--- src/rtl/door_pkg.sv ---
// Shared constants, state encoding and helpers for the keypad front end and
// the door controller.
package door_pkg;

  localparam int N_BTN = 4;

  localparam int BTN_0 = 0;
  localparam int BTN_1 = 1;
  localparam int BTN_2 = 2;
  localparam int BTN_3 = 3;

  localparam int DEBOUNCE_CYCLES_DEFAULT = 8;
  localparam int STUCK_CYCLES_DEFAULT    = 1000;

  typedef enum logic {
    BTN_IDLE = 1'b0,
    BTN_HELD = 1'b1
  } btn_state_t;

  function automatic int unsigned count_ones(input logic [N_BTN-1:0] v);
    int unsigned n;
    n = 0;
    for (int i = 0; i < N_BTN; i++) begin
      n += 32'(v[i]);
    end
    return n;
  endfunction

endpackage

--- src/rtl/btn_conditioner_if.sv ---
// Keypad bundle between the raw button source and the conditioner.
interface btn_conditioner_if
  import door_pkg::*;
#(
  parameter int N = N_BTN
);
  logic [N-1:0] btn_raw;
  logic [N-1:0] btn;
  logic         multi_press;
  logic         stuck;
  logic         idle;

  modport master (output btn_raw, input btn, multi_press, stuck, idle);
  modport slave  (input btn_raw, output btn, multi_press, stuck, idle);
endinterface

--- src/rtl/btn_debounce.sv ---
// One button: 2-flop synchroniser followed by a restart-on-bounce debounce
// counter that owns the debounced level.
module btn_debounce
  import door_pkg::*;
#(
  parameter int DEBOUNCE_CYCLES = DEBOUNCE_CYCLES_DEFAULT
) (
  input  logic clk,
  input  logic reset,
  input  logic raw,
  output logic level
);
  localparam int CW = $clog2(DEBOUNCE_CYCLES);
  localparam logic [CW-1:0] CNT_MAX = CW'(DEBOUNCE_CYCLES - 1);

  logic          s1_reg;
  logic          s2_reg;
  logic          level_reg;
  logic [CW-1:0] cnt_reg;

  always_ff @(posedge clk) begin
    if (!reset) begin
      s1_reg    <= 1'b0;
      s2_reg    <= 1'b0;
      level_reg <= 1'b0;
      cnt_reg   <= '0;
    end else begin
      s1_reg <= raw;
      s2_reg <= s1_reg;
      // Any sample agreeing with the current level restarts the count.
      if (s2_reg == level_reg) begin
        cnt_reg <= '0;
      end else if (cnt_reg == CNT_MAX) begin
        level_reg <= ~level_reg;
        cnt_reg   <= '0;
      end else begin
        cnt_reg <= cnt_reg + 1'b1;
      end
    end
  end

  assign level = level_reg;
endmodule

--- src/rtl/btn_conditioner.sv ---
// Debounced keypad front end: one-hot single-cycle press pulses, one key at
// a time, with simultaneous-press and stuck-key flags.
module btn_conditioner
  import door_pkg::*;
#(
  parameter int DEBOUNCE_CYCLES = DEBOUNCE_CYCLES_DEFAULT,
  parameter int STUCK_CYCLES    = STUCK_CYCLES_DEFAULT
) (
  input  logic clk,
  input  logic reset,
  btn_conditioner_if.slave bus
);
  localparam logic [15:0] STUCK_LIMIT = 16'(STUCK_CYCLES);

  logic [N_BTN-1:0] deb;
  logic [N_BTN-1:0] deb_d_reg;
  logic [N_BTN-1:0] rise;
  logic [N_BTN-1:0] btn_reg;
  logic [N_BTN-1:0] btn_next;
  logic             multi_reg;
  logic             multi_next;
  logic [15:0]      stuck_cnt_reg;
  btn_state_t       state_reg;
  btn_state_t       state_next;

  for (genvar gi = 0; gi < N_BTN; gi++) begin : g_deb
    btn_debounce #(
      .DEBOUNCE_CYCLES(DEBOUNCE_CYCLES)
    ) u_deb (
      .clk  (clk),
      .reset(reset),
      .raw  (bus.btn_raw[gi]),
      .level(deb[gi])
    );
  end

  assign rise = deb & ~deb_d_reg;

  always_ff @(posedge clk) begin
    if (!reset) begin
      state_reg     <= BTN_IDLE;
      deb_d_reg     <= '0;
      btn_reg       <= '0;
      multi_reg     <= 1'b0;
      stuck_cnt_reg <= '0;
    end else begin
      state_reg <= state_next;
      deb_d_reg <= deb;
      btn_reg   <= btn_next;
      multi_reg <= multi_next;
      if (deb == '0) begin
        stuck_cnt_reg <= '0;
      end else if (stuck_cnt_reg != 16'hFFFF) begin
        stuck_cnt_reg <= stuck_cnt_reg + 16'd1;
      end
    end
  end

  // Once anything is accepted, further rises are locked out until every
  // debounced key is back at zero.
  always_comb begin
    state_next = state_reg;
    btn_next   = '0;
    multi_next = 1'b0;
    case (state_reg)
      BTN_IDLE: begin
        if (count_ones(rise) == 1) begin
          btn_next   = rise;
          state_next = BTN_HELD;
        end else if (count_ones(rise) >= 2) begin
          multi_next = 1'b1;
          state_next = BTN_HELD;
        end
      end
      BTN_HELD: begin
        if (deb == '0) state_next = BTN_IDLE;
      end
      default: state_next = BTN_IDLE;
    endcase
  end

  assign bus.btn         = btn_reg;
  assign bus.multi_press = multi_reg;
  assign bus.stuck       = (stuck_cnt_reg >= STUCK_LIMIT);
  assign bus.idle        = (state_reg == BTN_IDLE) && (deb == '0);
endmodule

--- src/flat_wrapper.sv ---
// flat-port wrapper written by rule: the top's interface ports become plain ports
module btn_conditioner_flat import door_pkg::*;
#(
  parameter int DEBOUNCE_CYCLES = DEBOUNCE_CYCLES_DEFAULT,
  parameter int STUCK_CYCLES    = STUCK_CYCLES_DEFAULT
)
  (clk, reset, bus_btn_raw, bus_btn, bus_multi_press, bus_stuck, bus_idle);
  btn_conditioner_if bus_i ();
  input  logic clk;
  input  logic reset;
  input wire logic [$bits(bus_i.btn_raw)-1:0] bus_btn_raw;
  output wire logic [$bits(bus_i.btn)-1:0] bus_btn;
  output wire logic [$bits(bus_i.multi_press)-1:0] bus_multi_press;
  output wire logic [$bits(bus_i.stuck)-1:0] bus_stuck;
  output wire logic [$bits(bus_i.idle)-1:0] bus_idle;
  assign bus_i.btn_raw = bus_btn_raw;
  assign bus_btn = bus_i.btn;
  assign bus_multi_press = bus_i.multi_press;
  assign bus_stuck = bus_i.stuck;
  assign bus_idle = bus_i.idle;
  btn_conditioner #(.DEBOUNCE_CYCLES(DEBOUNCE_CYCLES), .STUCK_CYCLES(STUCK_CYCLES)) u_core (.clk(clk), .reset(reset), .bus(bus_i));
endmodule
--- config.mk ---
export PLATFORM = sky130hd
export DESIGN_NAME = btn_conditioner_flat
export DESIGN_NICKNAME = d
export VERILOG_FILES = /design/src/rtl/door_pkg.sv /design/src/rtl/btn_conditioner_if.sv /design/src/rtl/btn_debounce.sv /design/src/rtl/btn_conditioner.sv /design/src/flat_wrapper.sv
export SDC_FILE = /design/constraint.sdc
export NUM_CORES = 1
export LEC_CHECK = 0
export BUFFER_PORTS_ARGS = -buffer_cell sky130_fd_sc_hd__buf_4
export CORE_MARGIN = 2
export CORE_UTILIZATION = 40
export DETAILED_ROUTE_END_ITERATION = 8
export GPL_TIMING_DRIVEN = 0
export PLACE_DENSITY = 0.63
export SLEW_MARGIN = 20
export SYNTH_ARGS = -nofsm -noshare
export SYNTH_HDL_FRONTEND = slang
export SYNTH_SLANG_ARGS = --single-unit
--- constraint.sdc ---
create_clock -name clk -period 1.9 [get_ports clk]
set_input_delay 0 -clock clk [delete_from_list [all_inputs] [get_ports clk]]
set_output_delay 0 -clock clk [all_outputs]
set_load 0.005 [all_outputs]
# After elaboration in Yosys (flattened, before gate mapping)
# Cells that the tools add are included.
# totals
in_bits	6
register_bits	50
word_cells	71
out_inout_bits	7
# op_classes
bitwise_logic	13
muxes	4
eq_ne	10
n_lt_le_gt_ge	2
n_reduce_logical	13
add_sub_neg	8
# op_table
operator	count
$add 32x1->32	2
$eq 32x1->1 const B	1
$ge 32x2->1 const B	1
$reduce_or 3->1	6
$add 16x1->16 const B	1
$ge 16x10->1 const B	1
$ne 16x16->1 const B	1
$add 3x1->3 const B	4
$eq 3x3->1 const B	4
$not 1->1	11
$reduce_and 2->1	4
$and 4x4->4	1
$eq 1x1->1	4
$logic_not 4->1	1
$not 4->4	1
$mux 1	3
$add 1x1->2	1
$pmux 1 s2	1
$reduce_or 2->1	1
$logic_and 1x1->1	1

# Depth between registers and ports, before layout
# depth
depth_word	9
mapped_depth	9
depth_no_buf	9

# Cells and area by module
# Synthesis repeated with hierarchy kept, for this count alone.
# hier_totals
cells_unflattened	204
area_unflattened_um2	2123.3
# modules_own_cells
module	area_each_um2	cells_each	seq_area_each_um2	instances
btn_conditioner	1282.5	136	520.5	1
btn_debounce	210.2	17	120.1	4

# Least setup slack after synthesis
# Ideal clock, no wire load.
# synth_path
path_kind	reg-to-reg
start	register u_core.g_deb[0].u_deb.level_reg
end	register u_core.btn_reg[0] (netlist: u_core.bus.btn[0])
n_path_buf	0
stages_incl_launch_ff	10
arrival_time_ns	1.975
period_less_slack_ns	2.055
t_required_ns	1.820
setup_time_ns	0.080
path_slack_ns	-0.155
cell_sequence	dfxtp_1 -> nor2b_1 -> ha_1 -> inv_1 -> fa_1 -> inv_1 -> ha_1 -> nor3_1 -> nand3b_1 -> nor3b_1
# synth_via
elab_chain_cells	7
# synth_rtl
element	line	text
from (decl)	btn_debounce.sv:18	logic level_reg;
from (signal assigned)	btn_debounce.sv:34	level_reg <= ~level_reg;
$and 4x4->4 *	btn_conditioner.sv:37	assign rise = deb & ~deb_d_reg;
net u_core.rise[0]	btn_conditioner.sv:17	logic [N_BTN-1:0] rise;
$add 1x1->2	door_pkg.sv:24	n += 32'(v[i]);
$add 32x1->32 (2 in series)	door_pkg.sv:24	
$eq 32x1->1	btn_conditioner.sv:67	if (count_ones(rise) == 1) begin
$not 1->1 (no source line)	--	
$reduce_or 3->1 (no source line)	--	
to (signal assigned)	btn_conditioner.sv:49	btn_reg <= btn_next;
to (decl)	btn_conditioner.sv:18	logic [N_BTN-1:0] btn_reg;
# The timed path passes the listed nets; every way through them passes the cells marked *.
# A chain may end at the register's enable or synchronous reset.

# Final worst setup path
# layout_path
start	register u_core.g_deb[0].u_deb.level_reg
end	register u_core.btn_reg[1] (netlist: u_core.bus.btn[1])
# layout_via
elab_chain_cells	7
# layout_rtl
element	line
$and 4x4->4	btn_conditioner.sv:37
net u_core.rise[0]	btn_conditioner.sv:17
$add 1x1->2	door_pkg.sv:24
$add 32x1->32 (2 in series)	door_pkg.sv:24
$eq 32x1->1	btn_conditioner.sv:67
$not 1->1 (no source line)	--
$reduce_or 3->1 (no source line)	--
# The timed path passes the listed nets, and every way through them passes these cells.

==> metrics.txt <==
# TYPE chip_impl_metric gauge
chip_impl_info{name="globalRoute.busiestLayer",value="met2"} 1
chip_impl_info{name="cts_tree",value="built"} 1
chip_impl_metric{name="min_delay_path_depth",unit=""} 4
chip_impl_info{name="crit_path_end_kind",value="register"} 1
chip_impl_metric{name="dieWidth",unit="um"} 77.03
chip_impl_info{name="cell_types_with_the_highest_counts_after_synthesis",value="50 x dfxtp_1, 21 x and2_1, 13 x ha_1"} 1
chip_impl_metric{name="grt_start_max_net_pins",unit=""} 17
chip_impl_metric{name="clock_insertion_delay_worst_skew",unit="ns"} 0.30
chip_impl_metric{name="initialDrtViolationCount",unit=""} 38
chip_impl_metric{name="slew_violations",unit=""} 0
chip_impl_metric{name="cp_data_arrival_time",unit="ns"} 2.28
chip_impl_metric{name="i_o_pin_count",unit=""} 13
chip_impl_metric{name="detail_route.drc_violations",unit=""} 0
chip_impl_info{name="reg2reg_to",value="u_core.bus.btn[1]$_SDFF_PP0_"} 1
chip_impl_metric{name="finish.cell_count_without_fillers",unit=""} 312
chip_impl_info{name="synth_area_leaders",value="dfxtp_1 47%, ha_1 7.6%, and2_1 6.2%, nor2b_1 3.5%, nor3_1 2.1%"} 1
chip_impl_info{name="startpoint_type",value="register"} 1
chip_impl_metric{name="track_usage",unit=""} 0.1437
chip_impl_metric{name="final_layout_size_suffix_gt1_frac",unit=""} 0.1942
chip_impl_metric{name="port-buffer-count",unit=""} 12
chip_impl_metric{name="p_per_area",unit="mW/mm2"} 718.1
chip_impl_metric{name="detail_route.wirelength",unit="um"} 3746
chip_impl_metric{name="synth.avg_cell_area",unit="um2"} 9.922
chip_impl_metric{name="total_power",unit="uW"} 1842
chip_impl_info{name="grt_setup_unrepaired",value="yes"} 1
chip_impl_info{name="critPathKind",value="register to register"} 1
chip_impl_metric{name="largest_register_ff_count",unit=""} 16
chip_impl_info{name="regToRegStartpoint",value="u_core.g_deb[0].u_deb.level$_SDFFE_PN0P_"} 1
chip_impl_info{name="outcome",value="finished, violations left"} 1
chip_impl_metric{name="r2r.worst_path.cells",unit=""} 9
chip_impl_metric{name="final.setup_skew",unit="ns"} 0.004437
chip_impl_metric{name="grt_use_met3",unit=""} 0.04706
chip_impl_metric{name="post-synth-top-area-fraction",unit=""} 0.4692
chip_impl_metric{name="place.detailed.hpwl",unit="um"} 2554
chip_impl_metric{name="ff2ff_setup_slack",unit="ns"} -0.15
chip_impl_metric{name="timing.max_slew.rel_slack",unit=""} 0.6584
chip_impl_metric{name="cell_rows",unit=""} 26
chip_impl_metric{name="antenna_diode_count",unit=""} 0
chip_impl_metric{name="design.die.area",unit="mm2"} 0.005934
chip_impl_metric{name="yosysWarningCount",unit=""} 0
chip_impl_metric{name="finalCriticalPeriod",unit="ns"} 2.052
chip_impl_metric{name="finalSetupViolCount",unit=""} 5
chip_impl_metric{name="route.vias.total",unit=""} 1539
chip_impl_info{name="yosysTopAreaCell",value="dfxtp_1"} 1
chip_impl_metric{name="synth_cells",unit=""} 215
chip_impl_info{name="min_from",value="reset"} 1
chip_impl_metric{name="layout_setup_ws",unit="ns"} -0.1522
chip_impl_metric{name="coreArea",unit="mm2"} 0.005140
chip_impl_metric{name="place_congestion",unit=""} 0.7895
chip_impl_metric{name="route.antenna.remaining_nets",unit=""} 0
chip_impl_metric{name="syn-num-nets",unit=""} 235
chip_impl_metric{name="routed_via_density",unit=""} 4.933
chip_impl_info{name="synth_ff_type",value="dfxtp_1"} 1
chip_impl_metric{name="synth.yosys.seq_area_share",unit=""} 0.4692
chip_impl_metric{name="synthDistinctLibCells",unit=""} 40
chip_impl_metric{name="wire_length_of_the_first_global_routing_pass",unit="um"} 6851
chip_impl_metric{name="detailedRoute.firstPassIterationCount",unit=""} 4
chip_impl_metric{name="final.period_utilization",unit=""} 1.080
chip_impl_metric{name="post_drt_wl_per_cell",unit="um"} 12.01
chip_impl_metric{name="cts-buffers-inserted",unit=""} 5
chip_impl_metric{name="cap_violations",unit=""} 0
chip_impl_metric{name="worst-path-max-fanout",unit=""} 4
chip_impl_info{name="clock_tree_root",value="clkbuf_8"} 1
chip_impl_metric{name="first_global_vias",unit=""} 1513
chip_impl_info{name="worst_min_delay_path_class",value="primary input to register"} 1
chip_impl_metric{name="path_clk_slew",unit="ns"} 0.09
chip_impl_metric{name="grt_overflow_total",unit=""} 0
chip_impl_metric{name="areaGrowthSynthToFinish",unit="%"} 20.23
chip_impl_info{name="synthMostInstantiatedCell",value="dfxtp_1"} 1
chip_impl_metric{name="tritoncts_num_sinks",unit=""} 50
chip_impl_metric{name="mappedNetlistArea",unit="mm2"} 0.002133
chip_impl_metric{name="post_placement_cell_count",unit=""} 297
chip_impl_metric{name="timing_hold_violations_final",unit=""} 0
chip_impl_metric{name="synth-async-reset-ratio",unit=""} 0
chip_impl_metric{name="nets",unit=""} 261
chip_impl_metric{name="max_clock_freq",unit="MHz"} 487.3
chip_impl_metric{name="cts.path.max_buffers",unit=""} 2
chip_impl_info{name="violations_in_the_final_reports",value="setup timing"} 1
chip_impl_metric{name="cp.required",unit="ns"} 2.13
chip_impl_metric{name="use_met2",unit=""} 0.2219
chip_impl_metric{name="postSynthRegisterBits",unit=""} 50
chip_impl_metric{name="groute.layer.met1.usage",unit=""} 0.1919
chip_impl_info{name="holdPathEnd",value="u_core.stuck_cnt_reg[11]$_SDFFE_PP0P_"} 1
chip_impl_metric{name="floorplan.initialDensity",unit=""} 0.4150
chip_impl_metric{name="worstMarginPinSlew",unit="ns"} 0.5086
chip_impl_metric{name="cts.htree.levels",unit=""} 2
chip_impl_metric{name="power.ir.vdd_worst",unit="mV"} 0.4050
chip_impl_metric{name="grt_antenna_before_repair",unit=""} 0
chip_impl_metric{name="die_h",unit="um"} 77.03
chip_impl_metric{name="p_leak",unit="uW"} 0.0009425
chip_impl_metric{name="synth-edff-count",unit=""} 0
## kinds of logic after synthesis
family,Yosys count,synth area share
adder cells (fa/ha/maj),14,0.08563
AO/OA/AOI/OAI,28,0.07859
buffers and inverters,14,0.02933
AND/OR/NAND/NOR,100,0.2980
XOR/XNOR,5,0.02053
flip-flops,50,0.4692
multiplexers,4,0.01877
## worst max-delay path by stage
stage	slack, ns	from	end
2_1_floorplan	-0.0009	u_core.g_deb[0].u_deb.level$_SDFFE_PN0P_	u_core.bus.btn[0]$_SDFF_PP0_
3_3_place_gp	-0.17	u_core.g_deb[0].u_deb.level$_SDFFE_PN0P_	u_core.bus.btn[0]$_SDFF_PP0_
3_5_place_dp	-0.18	u_core.g_deb[0].u_deb.level$_SDFFE_PN0P_	u_core.bus.btn[1]$_SDFF_PP0_
4_1_cts	-0.20	u_core.g_deb[0].u_deb.level$_SDFFE_PN0P_	u_core.bus.btn[1]$_SDFF_PP0_
5_1_grt	-0.26	u_core.g_deb[0].u_deb.level$_SDFFE_PN0P_	u_core.bus.btn[1]$_SDFF_PP0_
6_report	-0.15	u_core.g_deb[0].u_deb.level$_SDFFE_PN0P_	u_core.bus.btn[1]$_SDFF_PP0_
## layer usage
metal  up-vias  routed length (um)
met1       713                1962
met5         -                   0
met2        20                1628
li1        804                   -
met4         0                  21
met3         2                 133
## placed cells by master (no fill, tap or decap), drive strengths merged, types with 6 or more instances in the layout
cell type / n
dfxtp: 50
and2: 21
buf: 18
ha: 13
nor2b: 12
o21ai: 12
nand2: 10
nor3: 10
a21oi: 10
inv: 8
clkbuf: 8
nor2: 7
or3: 6
nor3b: 6
## critical path, cell delays in order, from the launching register on
cell,delay (ns)
dfxtp_4,0.36
nor2b_4,0.13
ha_4,0.26
inv_2,0.03
fa_2,0.35
inv_2,0.08
ha_4,0.20
nor3_4,0.19
nand3b_1,0.20
nor3b_2,0.20
## area by class of cell
| type | instances | area, um2 |
|---|---|---|
| plain buffers | 6 | 32.53 |
| inverters | 8 | 30.03 |
| multi-input cells | 151 | 1140 |
| well taps | 70 | 87.58 |
| clock buffers | 5 | 68.82 |
| repair buffers | 19 | 152.6 |
| flip-flops and latches | 50 | 1008 |
| fillers | 501 | 2575 |
| clock inverters | 3 | 45.04 |
## metrics by stage
stage	instance area, um2	setup WS (ns)	hold slack (ns)	setup TNS [ns]	util
2_1_floorplan	2143	-0.0008573	0.1273	-0.0008573	-
3_3_place_gp	2321	-0.1715	0.2072	-0.4264	0.4516
3_5_place_dp	2321	-0.1777	0.2122	-0.4039	0.4516
4_1_cts	2551	-0.2040	0.1190	-0.5702	0.4963
5_1_grt	2565	-0.2586	0.1307	-1.061	0.4990
6_report	2565	-0.1522	0.1209	-0.5270	0.4990
## power by group
| group | total (uW) | internal (uW) | leakage (uW) | switching (uW) |
|---|---|---|---|---|
| Sequential | 1060 | 1050 | 0.000406 | 4.14 |
| Combinational | 37.1 | 23.6 | 0.000486 | 13.4 |
| Clock | 746 | 392 | 0.0000504 | 355 |
## timing repair
| action | in CTS | in global routing |
|---|---|---|
| setup endpoints to repair | 5 | 15 |
| gates resized for setup | 11 | 2 |
| hold buffers | 4 | 0 |
| pin swaps | 5 | 4 |
| buffers inserted | 2 | 1 |
| endpoints found under the hold margin | 4 | 0 |
(Power assumes the default switching activity.)
